File: src/rtl/cache_nway_pkg.sv
// Shared types and helpers for the N-way cache controller.
package cache_nway_pkg;

    typedef enum logic [1:0] {IDLE, COMPARE, WRITEBACK, FILL} state_t;
    typedef enum logic {CPU_IN, PMEM_IN} data_in_sel_t;
    typedef enum logic {CPU_ADDR, VICTIM_ADDR} addr_sel_t;

    localparam int unsigned MAX_WAYS  = 8;
    localparam int unsigned MAX_IDX_W = 3;

    // Width of a way index; at least one bit so a 1-bit index exists for 2 ways.
    function automatic int unsigned way_idx_w(input int unsigned ways);
        return (ways > 1) ? $clog2(ways) : 1;
    endfunction

    function automatic logic [MAX_IDX_W-1:0] onehot_to_idx(input logic [MAX_WAYS-1:0] oh);
        logic [MAX_IDX_W-1:0] idx;
        idx = '0;
        for (int i = 0; i < MAX_WAYS; i++) begin
            if (oh[i]) idx = idx | MAX_IDX_W'(i);
        end
        return idx;
    endfunction

endpackage

File: src/rtl/cache_control_nway_if.sv
// CPU request, array control and physical-memory signals of the cache controller.
// Counter signals exist only when CACHE_PERF_CNT_EN is defined.
interface cache_control_nway_if
    import cache_nway_pkg::*;
#(
    parameter int unsigned WAYS       = 4,
    parameter int unsigned LINE_BYTES = 32
);
    logic                  mem_read;
    logic                  mem_write;
    logic [LINE_BYTES-1:0] mem_byte_enable;
    logic                  mem_resp;
    logic                  pmem_read;
    logic                  pmem_write;
    logic                  pmem_resp;
    logic [WAYS-1:0]       hit_vec;
    logic [WAYS-1:0]       valid_vec;
    logic [WAYS-1:0]       dirty_vec;
    logic [WAYS-2:0]       plru_in;
    logic [WAYS-2:0]       plru_out;
    logic                  load_plru;
    logic                  read_arrays;
    logic [WAYS-1:0]       way_sel;
    logic [LINE_BYTES-1:0] data_we;
    logic [WAYS-1:0]       load_tag;
    logic [WAYS-1:0]       load_valid;
    logic [WAYS-1:0]       load_dirty;
    logic                  dirty_in;
    logic                  valid_in;
    data_in_sel_t          data_in_sel;
    addr_sel_t             addr_sel;
`ifdef CACHE_PERF_CNT_EN
    logic                  perf_clr;
    logic [31:0]           hit_cnt;
    logic [31:0]           miss_cnt;
    logic [31:0]           wb_cnt;
`endif

    // Controller side.
    modport slave (
        input  mem_read, mem_write, mem_byte_enable, pmem_resp,
               hit_vec, valid_vec, dirty_vec, plru_in,
        output mem_resp, pmem_read, pmem_write, plru_out, load_plru, read_arrays,
               way_sel, data_we, load_tag, load_valid, load_dirty, dirty_in, valid_in,
               data_in_sel, addr_sel
`ifdef CACHE_PERF_CNT_EN
        , input perf_clr, output hit_cnt, miss_cnt, wb_cnt
`endif
    );

    // CPU / datapath / memory side.
    modport master (
        output mem_read, mem_write, mem_byte_enable, pmem_resp,
               hit_vec, valid_vec, dirty_vec, plru_in,
        input  mem_resp, pmem_read, pmem_write, plru_out, load_plru, read_arrays,
               way_sel, data_we, load_tag, load_valid, load_dirty, dirty_in, valid_in,
               data_in_sel, addr_sel
`ifdef CACHE_PERF_CNT_EN
        , output perf_clr, input hit_cnt, miss_cnt, wb_cnt
`endif
    );

endinterface

File: src/rtl/cache_control_nway_plru_tree.sv
// Tree pseudo-LRU: victim decode and hit update. Node 0 is the root, children of n
// are 2n+1 / 2n+2; a bit of 1 steers the victim toward the upper-index half.
module plru_tree
    import cache_nway_pkg::*;
#(
    parameter int unsigned WAYS = 4
) (
    input  logic [WAYS-2:0]              plru_in,
    input  logic [way_idx_w(WAYS)-1:0]   hit_idx,
    output logic [way_idx_w(WAYS)-1:0]   plru_victim_idx,
    output logic [WAYS-2:0]              plru_updated
);
    localparam int unsigned IDX_W  = way_idx_w(WAYS);
    localparam int unsigned LEVELS = $clog2(WAYS);

    logic [IDX_W-1:0] vnode;
    logic [IDX_W-1:0] unode;

    // Follow the tree bits from the root; each bit taken is one index bit, MSB first.
    always_comb begin
        plru_victim_idx = '0;
        vnode           = '0;
        for (int l = 0; l < LEVELS; l++) begin
            plru_victim_idx[LEVELS-1-l] = plru_in[vnode];
            vnode = IDX_W'({vnode, 1'b1}) + IDX_W'(plru_in[vnode]);
        end
    end

    // Walk the hit way's path and point every node on it at the other subtree.
    always_comb begin
        plru_updated = plru_in;
        unode        = '0;
        for (int l = 0; l < LEVELS; l++) begin
            plru_updated[unode] = ~hit_idx[LEVELS-1-l];
            unode = IDX_W'({unode, 1'b1}) + IDX_W'(hit_idx[LEVELS-1-l]);
        end
    end

endmodule

File: src/rtl/cache_control_nway.sv
// Write-back, write-allocate control FSM for an N-way set-associative cache.
// Optional hit/miss/writeback counters are built when CACHE_PERF_CNT_EN is defined.
module cache_control_nway
    import cache_nway_pkg::*;
#(
    parameter int unsigned WAYS       = 4,
    parameter int unsigned LINE_BYTES = 32
) (
    input  logic                 clk,
    input  logic                 rst_n,
    cache_control_nway_if.slave  bus
);
    localparam int unsigned WAY_IDX_W = way_idx_w(WAYS);

    state_t               state;
    state_t               state_nxt;
    logic [WAY_IDX_W-1:0] victim_q;
    logic [WAY_IDX_W-1:0] victim_idx;
    logic [WAY_IDX_W-1:0] first_inv_idx;
    logic [WAY_IDX_W-1:0] hit_idx;
    logic [WAY_IDX_W-1:0] plru_victim_idx;
    logic [WAYS-2:0]      plru_updated;
    logic [WAYS-1:0]      victim_oh;
    logic                 hit;
    logic                 victim_dirty;

    assign hit       = |bus.hit_vec;
    assign hit_idx   = WAY_IDX_W'(onehot_to_idx(MAX_WAYS'(bus.hit_vec)));
    assign victim_oh = WAYS'(1) << victim_q;

    plru_tree #(.WAYS(WAYS)) u_plru (
        .plru_in         (bus.plru_in),
        .hit_idx         (hit_idx),
        .plru_victim_idx (plru_victim_idx),
        .plru_updated    (plru_updated)
    );

    // Lowest-index invalid way wins; PLRU only decides when the set is full.
    always_comb begin
        first_inv_idx = '0;
        for (int i = WAYS - 1; i >= 0; i--) begin
            if (!bus.valid_vec[i]) first_inv_idx = WAY_IDX_W'(i);
        end
        victim_idx   = (&bus.valid_vec) ? plru_victim_idx : first_inv_idx;
        victim_dirty = bus.valid_vec[victim_idx] & bus.dirty_vec[victim_idx];
    end

    always_ff @(posedge clk or negedge rst_n) begin
        if (!rst_n) begin
            state    <= IDLE;
            victim_q <= '0;
        end else begin
            state <= state_nxt;
            if (state == COMPARE && !hit) victim_q <= victim_idx;
        end
    end

    // Outputs decode from state; gating with rst_n drops them the moment reset asserts.
    always_comb begin
        state_nxt           = state;
        bus.mem_resp        = 1'b0;
        bus.pmem_read       = 1'b0;
        bus.pmem_write      = 1'b0;
        bus.plru_out        = '0;
        bus.load_plru       = 1'b0;
        bus.read_arrays     = 1'b0;
        bus.way_sel         = '0;
        bus.data_we         = '0;
        bus.load_tag        = '0;
        bus.load_valid      = '0;
        bus.load_dirty      = '0;
        bus.dirty_in        = 1'b0;
        bus.valid_in        = 1'b0;
        bus.data_in_sel     = CPU_IN;
        bus.addr_sel        = CPU_ADDR;
        if (rst_n) begin
            unique case (state)
                IDLE: begin
                    bus.read_arrays = 1'b1;
                    if (bus.mem_read || bus.mem_write) state_nxt = COMPARE;
                end
                COMPARE: begin
                    if (hit) begin
                        bus.way_sel   = bus.hit_vec;
                        bus.mem_resp  = 1'b1;
                        bus.load_plru = 1'b1;
                        bus.plru_out  = plru_updated;
                        if (bus.mem_write) begin
                            bus.data_we    = bus.mem_byte_enable;
                            bus.load_dirty = bus.hit_vec;
                            bus.dirty_in   = 1'b1;
                        end
                        state_nxt = IDLE;
                    end else begin
                        state_nxt = victim_dirty ? WRITEBACK : FILL;
                    end
                end
                WRITEBACK: begin
                    bus.way_sel    = victim_oh;
                    bus.addr_sel   = VICTIM_ADDR;
                    bus.pmem_write = 1'b1;
                    if (bus.pmem_resp) state_nxt = FILL;
                end
                FILL: begin
                    bus.way_sel     = victim_oh;
                    bus.data_in_sel = PMEM_IN;
                    bus.pmem_read   = 1'b1;
                    if (bus.pmem_resp) begin
                        bus.data_we    = '1;
                        bus.load_tag   = victim_oh;
                        bus.load_valid = victim_oh;
                        bus.load_dirty = victim_oh;
                        bus.valid_in   = 1'b1;
                        state_nxt      = IDLE;
                    end
                end
                default: state_nxt = IDLE;
            endcase
        end
    end

`ifdef CACHE_PERF_CNT_EN
    localparam int unsigned CNT_W = 32;

    logic hit_evt;
    logic miss_evt;
    logic wb_evt;

    assign hit_evt  = (state == COMPARE) && hit;
    assign miss_evt = (state == COMPARE) && !hit;
    assign wb_evt   = miss_evt && victim_dirty;

    // Saturating event counters; a clear overrides any same-cycle increment.
    always_ff @(posedge clk or negedge rst_n) begin
        if (!rst_n) begin
            bus.hit_cnt  <= '0;
            bus.miss_cnt <= '0;
            bus.wb_cnt   <= '0;
        end else if (bus.perf_clr) begin
            bus.hit_cnt  <= '0;
            bus.miss_cnt <= '0;
            bus.wb_cnt   <= '0;
        end else begin
            if (hit_evt && bus.hit_cnt != '1)   bus.hit_cnt  <= bus.hit_cnt + CNT_W'(1);
            if (miss_evt && bus.miss_cnt != '1) bus.miss_cnt <= bus.miss_cnt + CNT_W'(1);
            if (wb_evt && bus.wb_cnt != '1)     bus.wb_cnt   <= bus.wb_cnt + CNT_W'(1);
        end
    end
`endif

endmodule
File: src/flat_wrapper.sv
// flat-port wrapper written by rule: the top's interface ports become plain ports
module cache_control_nway_flat import cache_nway_pkg::*;
#(
    parameter int unsigned WAYS       = 4,
    parameter int unsigned LINE_BYTES = 32
)
  (clk, rst_n, bus_mem_read, bus_mem_write, bus_mem_byte_enable, bus_pmem_resp, bus_hit_vec, bus_valid_vec, bus_dirty_vec, bus_plru_in, bus_mem_resp, bus_pmem_read, bus_pmem_write, bus_plru_out, bus_load_plru, bus_read_arrays, bus_way_sel, bus_data_we, bus_load_tag, bus_load_valid, bus_load_dirty, bus_dirty_in, bus_valid_in, bus_data_in_sel, bus_addr_sel);
  cache_control_nway_if #(.WAYS(WAYS), .LINE_BYTES(LINE_BYTES)) bus_i ();
  input  logic clk;
  input  logic rst_n;
  input wire logic [$bits(bus_i.mem_read)-1:0] bus_mem_read;
  input wire logic [$bits(bus_i.mem_write)-1:0] bus_mem_write;
  input wire logic [$bits(bus_i.mem_byte_enable)-1:0] bus_mem_byte_enable;
  input wire logic [$bits(bus_i.pmem_resp)-1:0] bus_pmem_resp;
  input wire logic [$bits(bus_i.hit_vec)-1:0] bus_hit_vec;
  input wire logic [$bits(bus_i.valid_vec)-1:0] bus_valid_vec;
  input wire logic [$bits(bus_i.dirty_vec)-1:0] bus_dirty_vec;
  input wire logic [$bits(bus_i.plru_in)-1:0] bus_plru_in;
  output wire logic [$bits(bus_i.mem_resp)-1:0] bus_mem_resp;
  output wire logic [$bits(bus_i.pmem_read)-1:0] bus_pmem_read;
  output wire logic [$bits(bus_i.pmem_write)-1:0] bus_pmem_write;
  output wire logic [$bits(bus_i.plru_out)-1:0] bus_plru_out;
  output wire logic [$bits(bus_i.load_plru)-1:0] bus_load_plru;
  output wire logic [$bits(bus_i.read_arrays)-1:0] bus_read_arrays;
  output wire logic [$bits(bus_i.way_sel)-1:0] bus_way_sel;
  output wire logic [$bits(bus_i.data_we)-1:0] bus_data_we;
  output wire logic [$bits(bus_i.load_tag)-1:0] bus_load_tag;
  output wire logic [$bits(bus_i.load_valid)-1:0] bus_load_valid;
  output wire logic [$bits(bus_i.load_dirty)-1:0] bus_load_dirty;
  output wire logic [$bits(bus_i.dirty_in)-1:0] bus_dirty_in;
  output wire logic [$bits(bus_i.valid_in)-1:0] bus_valid_in;
  output wire logic [$bits(bus_i.data_in_sel)-1:0] bus_data_in_sel;
  output wire logic [$bits(bus_i.addr_sel)-1:0] bus_addr_sel;
  assign bus_i.mem_read = bus_mem_read;
  assign bus_i.mem_write = bus_mem_write;
  assign bus_i.mem_byte_enable = bus_mem_byte_enable;
  assign bus_i.pmem_resp = bus_pmem_resp;
  assign bus_i.hit_vec = bus_hit_vec;
  assign bus_i.valid_vec = bus_valid_vec;
  assign bus_i.dirty_vec = bus_dirty_vec;
  assign bus_i.plru_in = bus_plru_in;
  assign bus_mem_resp = bus_i.mem_resp;
  assign bus_pmem_read = bus_i.pmem_read;
  assign bus_pmem_write = bus_i.pmem_write;
  assign bus_plru_out = bus_i.plru_out;
  assign bus_load_plru = bus_i.load_plru;
  assign bus_read_arrays = bus_i.read_arrays;
  assign bus_way_sel = bus_i.way_sel;
  assign bus_data_we = bus_i.data_we;
  assign bus_load_tag = bus_i.load_tag;
  assign bus_load_valid = bus_i.load_valid;
  assign bus_load_dirty = bus_i.load_dirty;
  assign bus_dirty_in = bus_i.dirty_in;
  assign bus_valid_in = bus_i.valid_in;
  assign bus_data_in_sel = bus_i.data_in_sel;
  assign bus_addr_sel = bus_i.addr_sel;
  cache_control_nway #(.WAYS(WAYS), .LINE_BYTES(LINE_BYTES)) u_core (.clk(clk), .rst_n(rst_n), .bus(bus_i));
endmodule
File: config.mk
export PLATFORM = sky130hd
export DESIGN_NAME = cache_control_nway_flat
export DESIGN_NICKNAME = d
export VERILOG_FILES = /design/src/rtl/cache_nway_pkg.sv /design/src/rtl/cache_control_nway_if.sv /design/src/rtl/cache_control_nway_plru_tree.sv /design/src/rtl/cache_control_nway.sv /design/src/flat_wrapper.sv
export SDC_FILE = /design/constraint.sdc
export NUM_CORES = 1
export LEC_CHECK = 0
export CORE_UTILIZATION = 26
export DETAILED_ROUTE_END_ITERATION = 8
export GPL_TIMING_DRIVEN = 0
export PLACE_DENSITY = 0.77
export SYNTH_ARGS = -nofsm -noshare
export SYNTH_HDL_FRONTEND = slang
export SYNTH_HIERARCHICAL = 1
export SYNTH_SLANG_ARGS = --single-unit
File: constraint.sdc
create_clock -name clk -period 1.6 [get_ports clk]
set_input_delay 0.32 -clock clk [delete_from_list [all_inputs] [get_ports clk]]
set_output_delay 0.32 -clock clk [all_outputs]
set_load 0.01 [all_outputs]
==> run_results.csv <==
group,metric,value,unit
synthesis,netlist_instances,168,
power_and_ir_drop,peakVddDrop,0.7897,mV
synthesis,ys_seq_area_share,9.270,%
timing,report.final.slew_viol_count,0,
timing,min_period,1996,ps
floorplanning,core_area,0.004000,mm2
layout,post-route-util,66.53,%
placed_design,numPortBuffers,111,
synthesis,synthFlopType,"dfrtp_1",
setup_path,cp.required,1280,ps
cts,clock_path_buffers,2,
synthesis,yosys_warnings,6,
global_routing,grt_pass1_vias,1488,
synthesis,post-synth-top-count-cell,"nor2_1",
flow_run,drv_cap,0,
power_and_ir_drop,switchingPower,0.001321,W
cts,clk_transition_reported_paths,40,ps
cts,cts_tree,"done",
timing,grt_setup_unrepaired,"yes",
setup_path,slowest_delay,410,ps
synthesis,synthesis.area,0.001080,mm2
setup_path,critPathMaxFanout,10,
timing,finalSetupTns,-15610,ps
drt,ant_nets,0,
setup_path,path_cells,"and3b_4 > nor2b_4 > buf_4 > buf_12 > a21oi_2 > nor2_2 > buf_2",
synthesis,synth_fp_nets,220,
floorplanning,start_util,26.99,%
cts,root_buffer,"clkbuf_8",
synthesis,synth_top_area_share,14.25,%
drt,wl,5078,um
setup_path,reg2reg_slack,140,ps
setup_path,cp.arrival,1680,ps
cts,cts_sinks,4,
placed_design,place_area,0.002359,mm2
layout,diodes,0,
synthesis,synth_edf_count,0,
layout,fin_cells,361,
floorplanning,die_h,66.45,um
power_and_ir_drop,power_per_cell_area,1101,mW/mm2
floorplanning,rows,23,
setup_path,critPathTopFamily,"simple AND/OR/NAND/NOR gates",
outcome,status,"complete, but fails checks",
synthesis,async_reset_ff_share,100.0,%
synthesis,syn-mean-instance-area,6.427,um2
power_and_ir_drop,clkPwrFrac,7.5,%
floorplanning,die-area,0.004415,mm2
timing,setup_viol,58,
power_and_ir_drop,sw_frac_of_total,45.11,%
floorplanning,ios,112,
outcome,violations,"negative setup slack",
cts,clk_latency,220,ps
cts,h-tree-depth,1,
drt,wl_per_cell,14.07,um
layout,design_area,0.002661,mm2
drt,drt_iter0_drc,59,
layout,final_nets,365,
timing,fmax,500.9,MHz
layout,layout-drive-gt1-share,63.02,%
timing,finalHoldViolations,0,
timing,holdWs,49.36,ps
synthesis,synthTopCellsByArea,"nor2_1 14%, a21oi_1 10%, a21oi_2 9.7%",
placed_design,dp.cells,329,
setup_path,critPathBufInv,3,
timing,setup_ws,-396.2,ps
global_routing,grt_pass1_wl,7203,um
drt,vias,1738,
power_and_ir_drop,pwr-share-seq,7.8,%
placed_design,gp_congestion,0.7572,
timing,post-route-period-util,124.8,%
timing,worst_pin_slew,309.1,ps
global_routing,grt-ovfl-total,0,
cts,numCtsBuffers,3,
power_and_ir_drop,internal-power,0.001608,W
min_path,worstHoldPathType,"in -> async",
global_routing,antenna_found_initial,0,
floorplanning,fp.dieW,66.45,um
placed_design,dp_hpwl,3316,um
setup_path,critPathKind,"reg -> out",
timing,fin_skew,9.650,ps
setup_path,critPathSlowestCell,"dfrtp_1",
global_routing,grt_max_degree,11,
layout,area_delta_synth_final,146.5,%
synthesis,synthTopCellsByCount,"41 x nor2_1, 22 x a21oi_1, 12 x a21oi_2",
synthesis,synth_cell_types,37,
setup_path,start_kind,"flip-flop",
synthesis,yosysTopAreaCell,"nor2_1",
power_and_ir_drop,leakagePower,1.228,nW
drt,drc_errors,0,
global_routing,grtUsageTotal,21.07,%
synthesis,ys_ff_latch,4,
drt,drtPass1Iterations,4,
power_and_ir_drop,combPwrFrac,84.7,%
drt,via_per_inst,4.814,
setup_path,endpoint_kind,"output pin",
timing,relSlewSlack,79.39,%
[power by group through the flow]
stage               clock (W)  sequential [W]  combinational, W
detailed placement          0        0.000204           0.00184
global placement            0        0.000202           0.00182
CTS                  0.000222        0.000215           0.00229
floorplan                   0        0.000187           0.00112
finish               0.000221        0.000228           0.00248
global route         0.000234        0.000236           0.00264
[final cells by class]
type,instances,area [um2]
flip-flops and latches,4,101.3
clock buffers,3,41.29
inverters,3,11.26
plain buffers,20,186.4
multi-input cells,138,1080
well taps,50,62.56
repair buffers,143,1179
fillers,352,1339
[what timing repair did]
| item | 4_1_cts | 5_1_grt |
|---|---|---|
| gates resized for setup | 312 | 37 |
| pin swaps | 11 | 11 |
| cloned | 1 | 1 |
| endpoints found under the setup margin | 62 | 61 |
| setup buffers | 23 | 11 |
| hold buffers | 0 | 0 |
[through the flow]
stage	setup WS [ps]	power (W)
after CTS	-459.4	0.002724
after global routing	-458.0	0.003108
final	-396.2	0.002929
after detailed placement	-1337	0.002042
after global placement	-1289	0.002018
after floorplan	-30.77	0.001307
[logic make-up (layout without fill, tap and decap cells)]
kind of cell           count (synthesis)  count (layout)  synth area share (%)
DFF                                    4               4                 9.270
muxes                                  2               2                 2.433
AOI/OAI and AO/OA                     50              50                 30.59
buffers and inverters                 26             169                 16.69
and+or+nand+nor                       86              86                 41.02
[layout by cell type, fill, tap and decap left out, drive strengths merged, types with 3 or more instances in the layout]
| master | n |
|---|---|
| a21oi | 34 |
| o21ai | 4 |
| a22oi | 4 |
| nor2 | 41 |
| nor2b | 7 |
| clkbuf | 7 |
| a32oi | 3 |
| dlygate4sd2 | 3 |
| inv | 3 |
| dfrtp | 4 |
| and2 | 7 |
| buf | 110 |
| clkdlybuf4s50 | 41 |
| nand3 | 4 |
| clkdlybuf4s15 | 3 |
| nand2 | 7 |
| and3 | 6 |
[routing by layer]
layer  global-route usage, %  share of wire, %  vias up
li1                        -                 -      860
met1                   25.13                41      792
met2                   37.76                51       78
met3                   4.310               6.6        8
met4                   5.585               1.4        0
met5                       0                 0        -
[path summary, 6_finish.rpt]
kind | depth (start not counted) | from | endpoint
max | 7 | flip-flop | bus_data_we[7]
min | 1 | rst_n | asynchronous set/reset pin
max reg2reg | 6 | u_core/state[0] | u_core/victim_q[0]
min reg2reg | 1 | u_core/victim_q[0] | u_core/victim_q[0]
max in group asynchronous | 1 | rst_n | u_core/victim_q[0]
min in group clk | 1 | u_core/victim_q[0] | u_core/victim_q[0]
(Power assumes the default switching activity.)
